`src/rtl/mem_port_arbiter.sv`:
```
// mem_port_arbiter: shares one single-port memory between the fetch path and
// the load/store path. One request is latched at a time, a fixed-latency access
// is sequenced, then read data is returned with a one-cycle done pulse.
// Optional feature macro: ARB_ROUND_ROBIN_EN (contested grants alternate ports);
// when undefined, data always beats fetch.
module mem_port_arbiter #(
  parameter int MEM_LATENCY = 1,
  parameter int ADDR_W      = 32,
  parameter int DATA_W      = 32
) (
  input  logic              clk,
  input  logic              rst_b,
  input  logic              i_req,
  input  logic [ADDR_W-1:0] i_addr,
  output logic [DATA_W-1:0] i_rdata,
  output logic              i_done,
  input  logic              d_req,
  input  logic              d_we,
  input  logic [ADDR_W-1:0] d_addr,
  input  logic [DATA_W-1:0] d_wdata,
  output logic [DATA_W-1:0] d_rdata,
  output logic              d_done,
  output logic              m_en,
  output logic              m_we,
  output logic [ADDR_W-1:0] m_addr,
  output logic [DATA_W-1:0] m_wdata,
  input  logic [DATA_W-1:0] m_rdata,
  output logic              busy
);

  typedef enum logic [1:0] {IDLE, ACCESS, DONE} state_t;

  localparam logic [3:0] CNT_LOAD = 4'(MEM_LATENCY - 1);

  state_t            state_q, state_d;
  logic [3:0]        cnt_q, cnt_d;
  logic              owner_q, owner_d;   // 0 = fetch, 1 = data
  logic              we_q, we_d;
  logic [ADDR_W-1:0] addr_q, addr_d;
  logic [DATA_W-1:0] wdata_q, wdata_d;
  logic [DATA_W-1:0] i_rdata_q, i_rdata_d;
  logic [DATA_W-1:0] d_rdata_q, d_rdata_d;
  logic              win;                // port chosen if a grant happens now

`ifdef ARB_ROUND_ROBIN_EN
  logic              last_q, last_d;

  // Contested requests go to the port not granted last time.
  always_comb begin
    if (i_req && d_req) win = ~last_q;
    else                win = d_req;
  end
`else
  // Fixed priority: data beats fetch.
  always_comb begin
    win = d_req;
  end
`endif

  // Next-state logic: grant in IDLE, count down in ACCESS, pulse in DONE.
  always_comb begin
    state_d   = state_q;
    cnt_d     = cnt_q;
    owner_d   = owner_q;
    we_d      = we_q;
    addr_d    = addr_q;
    wdata_d   = wdata_q;
    i_rdata_d = i_rdata_q;
    d_rdata_d = d_rdata_q;
`ifdef ARB_ROUND_ROBIN_EN
    last_d    = last_q;
`endif
    case (state_q)
      IDLE: begin
        if (i_req || d_req) begin
          owner_d = win;
          addr_d  = win ? d_addr : i_addr;
          we_d    = win & d_we;
          wdata_d = win ? d_wdata : '0;
          cnt_d   = CNT_LOAD;
          state_d = ACCESS;
`ifdef ARB_ROUND_ROBIN_EN
          last_d  = win;
`endif
        end
      end
      ACCESS: begin
        if (cnt_q == '0) begin
          state_d = DONE;
          // Stores leave the owner's read data untouched.
          if (!we_q) begin
            if (owner_q) d_rdata_d = m_rdata;
            else         i_rdata_d = m_rdata;
          end
        end else begin
          cnt_d = cnt_q - 4'd1;
        end
      end
      DONE:    state_d = IDLE;
      default: state_d = IDLE;
    endcase
  end

  // State and datapath registers; reset aborts any access in flight.
  always_ff @(posedge clk or negedge rst_b) begin
    if (!rst_b) begin
      state_q   <= IDLE;
      cnt_q     <= '0;
      owner_q   <= 1'b0;
      we_q      <= 1'b0;
      addr_q    <= '0;
      wdata_q   <= '0;
      i_rdata_q <= '0;
      d_rdata_q <= '0;
    end else begin
      state_q   <= state_d;
      cnt_q     <= cnt_d;
      owner_q   <= owner_d;
      we_q      <= we_d;
      addr_q    <= addr_d;
      wdata_q   <= wdata_d;
      i_rdata_q <= i_rdata_d;
      d_rdata_q <= d_rdata_d;
    end
  end

`ifdef ARB_ROUND_ROBIN_EN
  // Last-granted port, reset to fetch so the first contested grant goes to data.
  always_ff @(posedge clk or negedge rst_b) begin
    if (!rst_b) last_q <= 1'b0;
    else        last_q <= last_d;
  end
`endif

  // Outputs decode from state so reset clears them without a clock edge.
  // The write strobe is limited to the first ACCESS cycle by the counter value.
  assign m_en    = (state_q == ACCESS);
  assign m_we    = m_en && we_q && (cnt_q == CNT_LOAD);
  assign m_addr  = addr_q;
  assign m_wdata = wdata_q;
  assign i_done  = (state_q == DONE) && !owner_q;
  assign d_done  = (state_q == DONE) && owner_q;
  assign busy    = (state_q != IDLE);
  assign i_rdata = i_rdata_q;
  assign d_rdata = d_rdata_q;

endmodule
```
`config.mk`:
```
export PLATFORM = sky130hd
export DESIGN_NAME = mem_port_arbiter
export DESIGN_NICKNAME = d
export VERILOG_FILES = /design/src/rtl/mem_port_arbiter.sv
export SDC_FILE = /design/constraint.sdc
export NUM_CORES = 1
export LEC_CHECK = 0
export CAP_MARGIN = 20
export CORE_UTILIZATION = 41
export CTS_CLUSTER_SIZE = 40
export DETAILED_ROUTE_END_ITERATION = 8
export GPL_TIMING_DRIVEN = 1
export PLACE_DENSITY = 0.81
export SLEW_MARGIN = 20
export SYNTH_ARGS = -nofsm -noshare
export SYNTH_HDL_FRONTEND = slang
export SYNTH_SLANG_ARGS = --single-unit
```
`constraint.sdc`:
```
create_clock -name clk -period 6.15 [get_ports clk]
set_clock_uncertainty 0.2 [all_clocks]
set_input_delay 0.9225 -clock clk [delete_from_list [all_inputs] [get_ports clk]]
set_output_delay 0.9225 -clock clk [all_outputs]
set_load 0.1 [all_outputs]
```
==> results.md <==
| Step | Metric | Reported |
|:---|:---|:---|
| die | Area of the core region | 12800 µm² |
| die | X dimension of the die | 117 µm |
| cts | Cts bufs inserted | 17 |
| worst setup path | CP Capture Type | output port |
| cts | Clock transition at the registers of the reported paths | 0.05 ns |
| logic synthesis | Share of the synthesized area in compound gates (AO/OA/AOI/OAI) | 0.124 |
| drt | Via density | 5.06 |
| worst setup path | Kind of cell with the highest combined delay on the critical path | buffers and inverters |
| cts | Postcts setup bufs | 0 |
| hold path | Worst min-delay path startpoint | i_rdata[17]$_DFFE_PN0P_ |
| status | Status | finished, final reports clean |
| global route | Vias in the first global route | 4339 |
| logic synthesis | Portion of synthesized cell area occupied by the leading cell type | 0.627 |
| timing | Setup TNS after final layout | 0 ns |
| cts | Clock tree root driver cell | sky130_fd_sc_hd__clkbuf_16 |
| worst setup path | Crit path max fanout | 35 |
| logic synthesis | Yosys warning total | 0 |
| logic synthesis | Synthesized-area fraction occupied by and/or/nand/nor cells | 0.0270 |
| timing | Number of slew-limit violations in the final report | 0 |
| worst setup path | Critical path startpoint | state_q[0]$_DFFE_PN0P_ |
| logic synthesis | Flip-flop and latch count after synthesis | 136 |
| flow run | Max Cap Violations | 0 |
| cts | Worst skew pair latency | 0.40 ns |
| placement | Dpl hpwl | 10200 µm |
| placement | Placed cell count | 804 |
| final layout | Syn-to-layout area delta | 62.6% |
| logic synthesis | Mean cell area of the mapped netlist | 14.0 µm² |
| hold path | Instance count along the most critical hold path | 1 |
| global route | Maximum number of pins on one net before global-route repair | 77 |
| final layout | # diodes | 0 |
| cts | CTS tree | built |
| logic synthesis | Post-synth top area cell | sky130_fd_sc_hd__dfrtp_1 |
| placement | Port Buf Inserts | 265 |
| cts | Number of levels in the clock H-tree | 4 |
| hold path | Endpoint of the worst hold-timing path | i_rdata[17]$_DFFE_PN0P_ |
| worst setup path | CP arrival | 2.88 ns |
| cts | CTS Hold Bufs | 0 |
| final layout | Share of post-route cells with drive strength above 1 | 0.163 |
| timing | Tcrit/Tclk final | 0.651 |
| worst setup path | Minimum setup slack among reg-to-reg paths | 3.06 ns |
| worst setup path | Cells traversed along the worst timing path | nor2_1 > inv_1 > clkdlybuf4s50_1 |
| drt | Detailed-router iteration count before antenna repair | 4 |
| logic synthesis | Post-synthesis instance area | 5430 µm² |
| logic synthesis | Synthesized net count | 523 |
| logic synthesis | Post-synthesis xor/xnor area fraction | 0 |
| timing | Slew at the pin with the worst max-slew slack | 1.13 ns |
| final layout | Final cell count without fillers | 836 |
| drt | Via count | 4226 |
| timing | Achievable clock frequency | 250 MHz |
| die | Die Height | 117 µm |
| worst setup path | Number of logic stages on the critical path including buffering | 3 |
| global route | Global route overflow | 0 |
| timing | Tightest slew margin relative to the limit | 0.242 |
| global route | Antenna violations before repair | 0 |
| drt | Post-route ant nets | 0 |
| logic synthesis | Share of the yosys chip area belonging to registers | 0.627 |
| worst setup path | Crit path kind | reg -> out |
| worst setup path | Reg-to-Reg Start | cnt_q[0]$_DFFE_PN0P_ |
| die | Std-Cell Rows | 41 |
| worst setup path | Maximum single-stage delay on the critical path | 1.28 ns |
| timing | Setup repair after global routing missed its margin | no |
| die | Total die area | 13700 µm² |
| timing | Endpoints failing hold | 0 |
| drt | Wire length per cell after detailed routing | 16.9 µm |
| die | # IOs | 266 |
| drt | Residual DRC | 0 |
| logic synthesis | Number of library cell types mapped by synthesis | 33 |
| logic synthesis | Synth Instances | 389 |
| logic synthesis | Largest family of logic cells by synthesized area | multiplexers |
| drt | Initial DRC Count | 224 |
| cts | TritonCTS sink count | 136 |
| logic synthesis | Mux share of post-synthesis cell area | 0.192 |
| cts | Longest Clk Path Bufs | 2 |
| worst setup path | CP startpoint kind | flop |
| die | Initial core utilization | 0.425 |
| worst setup path | Buffers plus inverters on the worst setup path | 2 |
| worst setup path | Endpoint of the lowest-slack register-to-register path | i_rdata[26]$_DFFE_PN0P_ |
| global route | Wire length of the first global-routing pass | 21900 µm |
| timing | Final setup violating endpoints | 0 |
| timing | Tmin final | 4.00 ns |
| drt | Total wire length after detailed routing | 14100 µm |
| placement | Placer Congestion | 0.788 |
| worst setup path | Number of cells traversed by the worst register-to-register path | 6 |
| worst setup path | Worst path required time | 5.03 ns |
| global route | Gr usage total | 0.213 |
| hold path | Worst hold-check path type | reg -> reg |
| worst setup path | Cell with the largest stage delay on the worst path | sky130_fd_sc_hd__clkdlybuf4s50_1 |
| logic synthesis | Adder and majority gate portion of the synthesized area | 0.00231 |
| cts | Post-cts sizing count | 0 |
| final layout | Nets | 785 |
| logic synthesis | Ranking of synthesized cells by area | sky130_fd_sc_hd__dfrtp_1, sky130_fd_sc_hd__mux2_2, sky130_fd_sc_hd__o21ai_0 |
==> through the flow <==
step	hold WS (ns)	area [µm²]	setup WS (ns)	util
global route	0.313	8820	1.99	0.691
CTS	0.286	8820	2.10	0.690
detailed placement	0.274	8210	2.55	0.643
finish	0.285	8820	2.15	0.691
floorplan	0.333	5430	2.37	-
global placement	0.268	8210	2.60	0.643
==> cells in the mapped netlist, drive strengths merged <==
| cell type | count |
|---|---|
| a31o | 1 |
| o21ai | 67 |
| inv | 5 |
| nand3 | 1 |
| buf | 12 |
| o22ai | 1 |
| nand2 | 1 |
| ha | 1 |
| nor4 | 2 |
| dfrtp | 136 |
| and2 | 1 |
| a21o | 1 |
| nand2b | 1 |
| mux2i | 32 |
| o31ai | 1 |
| a21boi | 1 |
| nand4b | 2 |
| clkbuf | 15 |
| a22o | 33 |
| mux2 | 64 |
| or3b | 1 |
| and3 | 1 |
| nor2 | 3 |
| nor3b | 2 |
| or4b | 1 |
| or2 | 1 |
| o221ai | 1 |
| and3b | 1 |
==> placed cells by master (no fill, tap or decap), drive strengths merged, types with 2 or more instances in the layout <==
cell           instances
nand4b                 2
inv                    6
nor4                   2
mux2                  64
clkdlybuf4s50        263
buf                    7
o21ai                 67
a22o                  33
clkinv                 2
mux2i                 32
nor3b                  2
nor2                   3
dfrtp                136
clkbuf                22
bufinv                 2
clkinvlp               5
==> area by class of cell <==
| type | instances | area (µm²) |
|---|---|---|
| clock buffer | 22 | 494 |
| clock inverter | 10 | 116 |
| fill | 866 | 3950 |
| inverter | 5 | 18.8 |
| multi-input combinational | 221 | 1890 |
| sequential | 136 | 3400 |
| tap | 172 | 215 |
| timing repair buffer | 270 | 2690 |
==> per-layer routing <==
| layer | vias up | share of wire | global-route usage |
|---|---|---|---|
| met4 | 0 | 0.013 | 0.0658 |
| met1 | 2075 | 0.41 | 0.248 |
| met3 | 14 | 0.081 | 0.0798 |
| met2 | 187 | 0.50 | 0.365 |
| li1 | 1950 | - | - |
| met5 | - | 0 | 0 |
==> sequential cells by signal, indices dropped and copies added, names as in the netlist <==
name,flops
cnt_q,4
d_rdata,32
m_wdata,32
we_q,1
m_addr,32
i_rdata,32
state_q,2
owner_q,1
==> logic make-up (layout without fill, tap and decap cells) <==
kind of cell	count (synthesis)	after routing
multiplexers	96	96
AND/OR/NAND/NOR	18	18
adder cells (fa/ha/maj)	1	1
AO/OA/AOI/OAI	106	106
buffers and inverters	32	307
flip-flops	136	136
==> worst max path at each step <==
| stage | to | slack (ns) |
|---|---|---|
| finish | busy | 2.15 |
| global placement | busy | 2.60 |
| CTS | busy | 2.10 |
| detailed placement | busy | 2.55 |
| floorplan | i_done | 2.37 |
| global route | busy | 1.99 |
==> worst register-to-register path, cell delays in order, from the launching register on <==
cell,delay (ns)
sky130_fd_sc_hd__dfrtp_1,0.38
sky130_fd_sc_hd__inv_1,0.10
sky130_fd_sc_hd__ha_1,0.23
sky130_fd_sc_hd__or3b_4,0.43
sky130_fd_sc_hd__nor4_4,0.85
sky130_fd_sc_hd__buf_4,0.41
sky130_fd_sc_hd__mux2_2,0.38
Power is left out: the tool's default activity adds up to more than one toggle a clock period on the data nets, which glitch-free logic cannot reach.
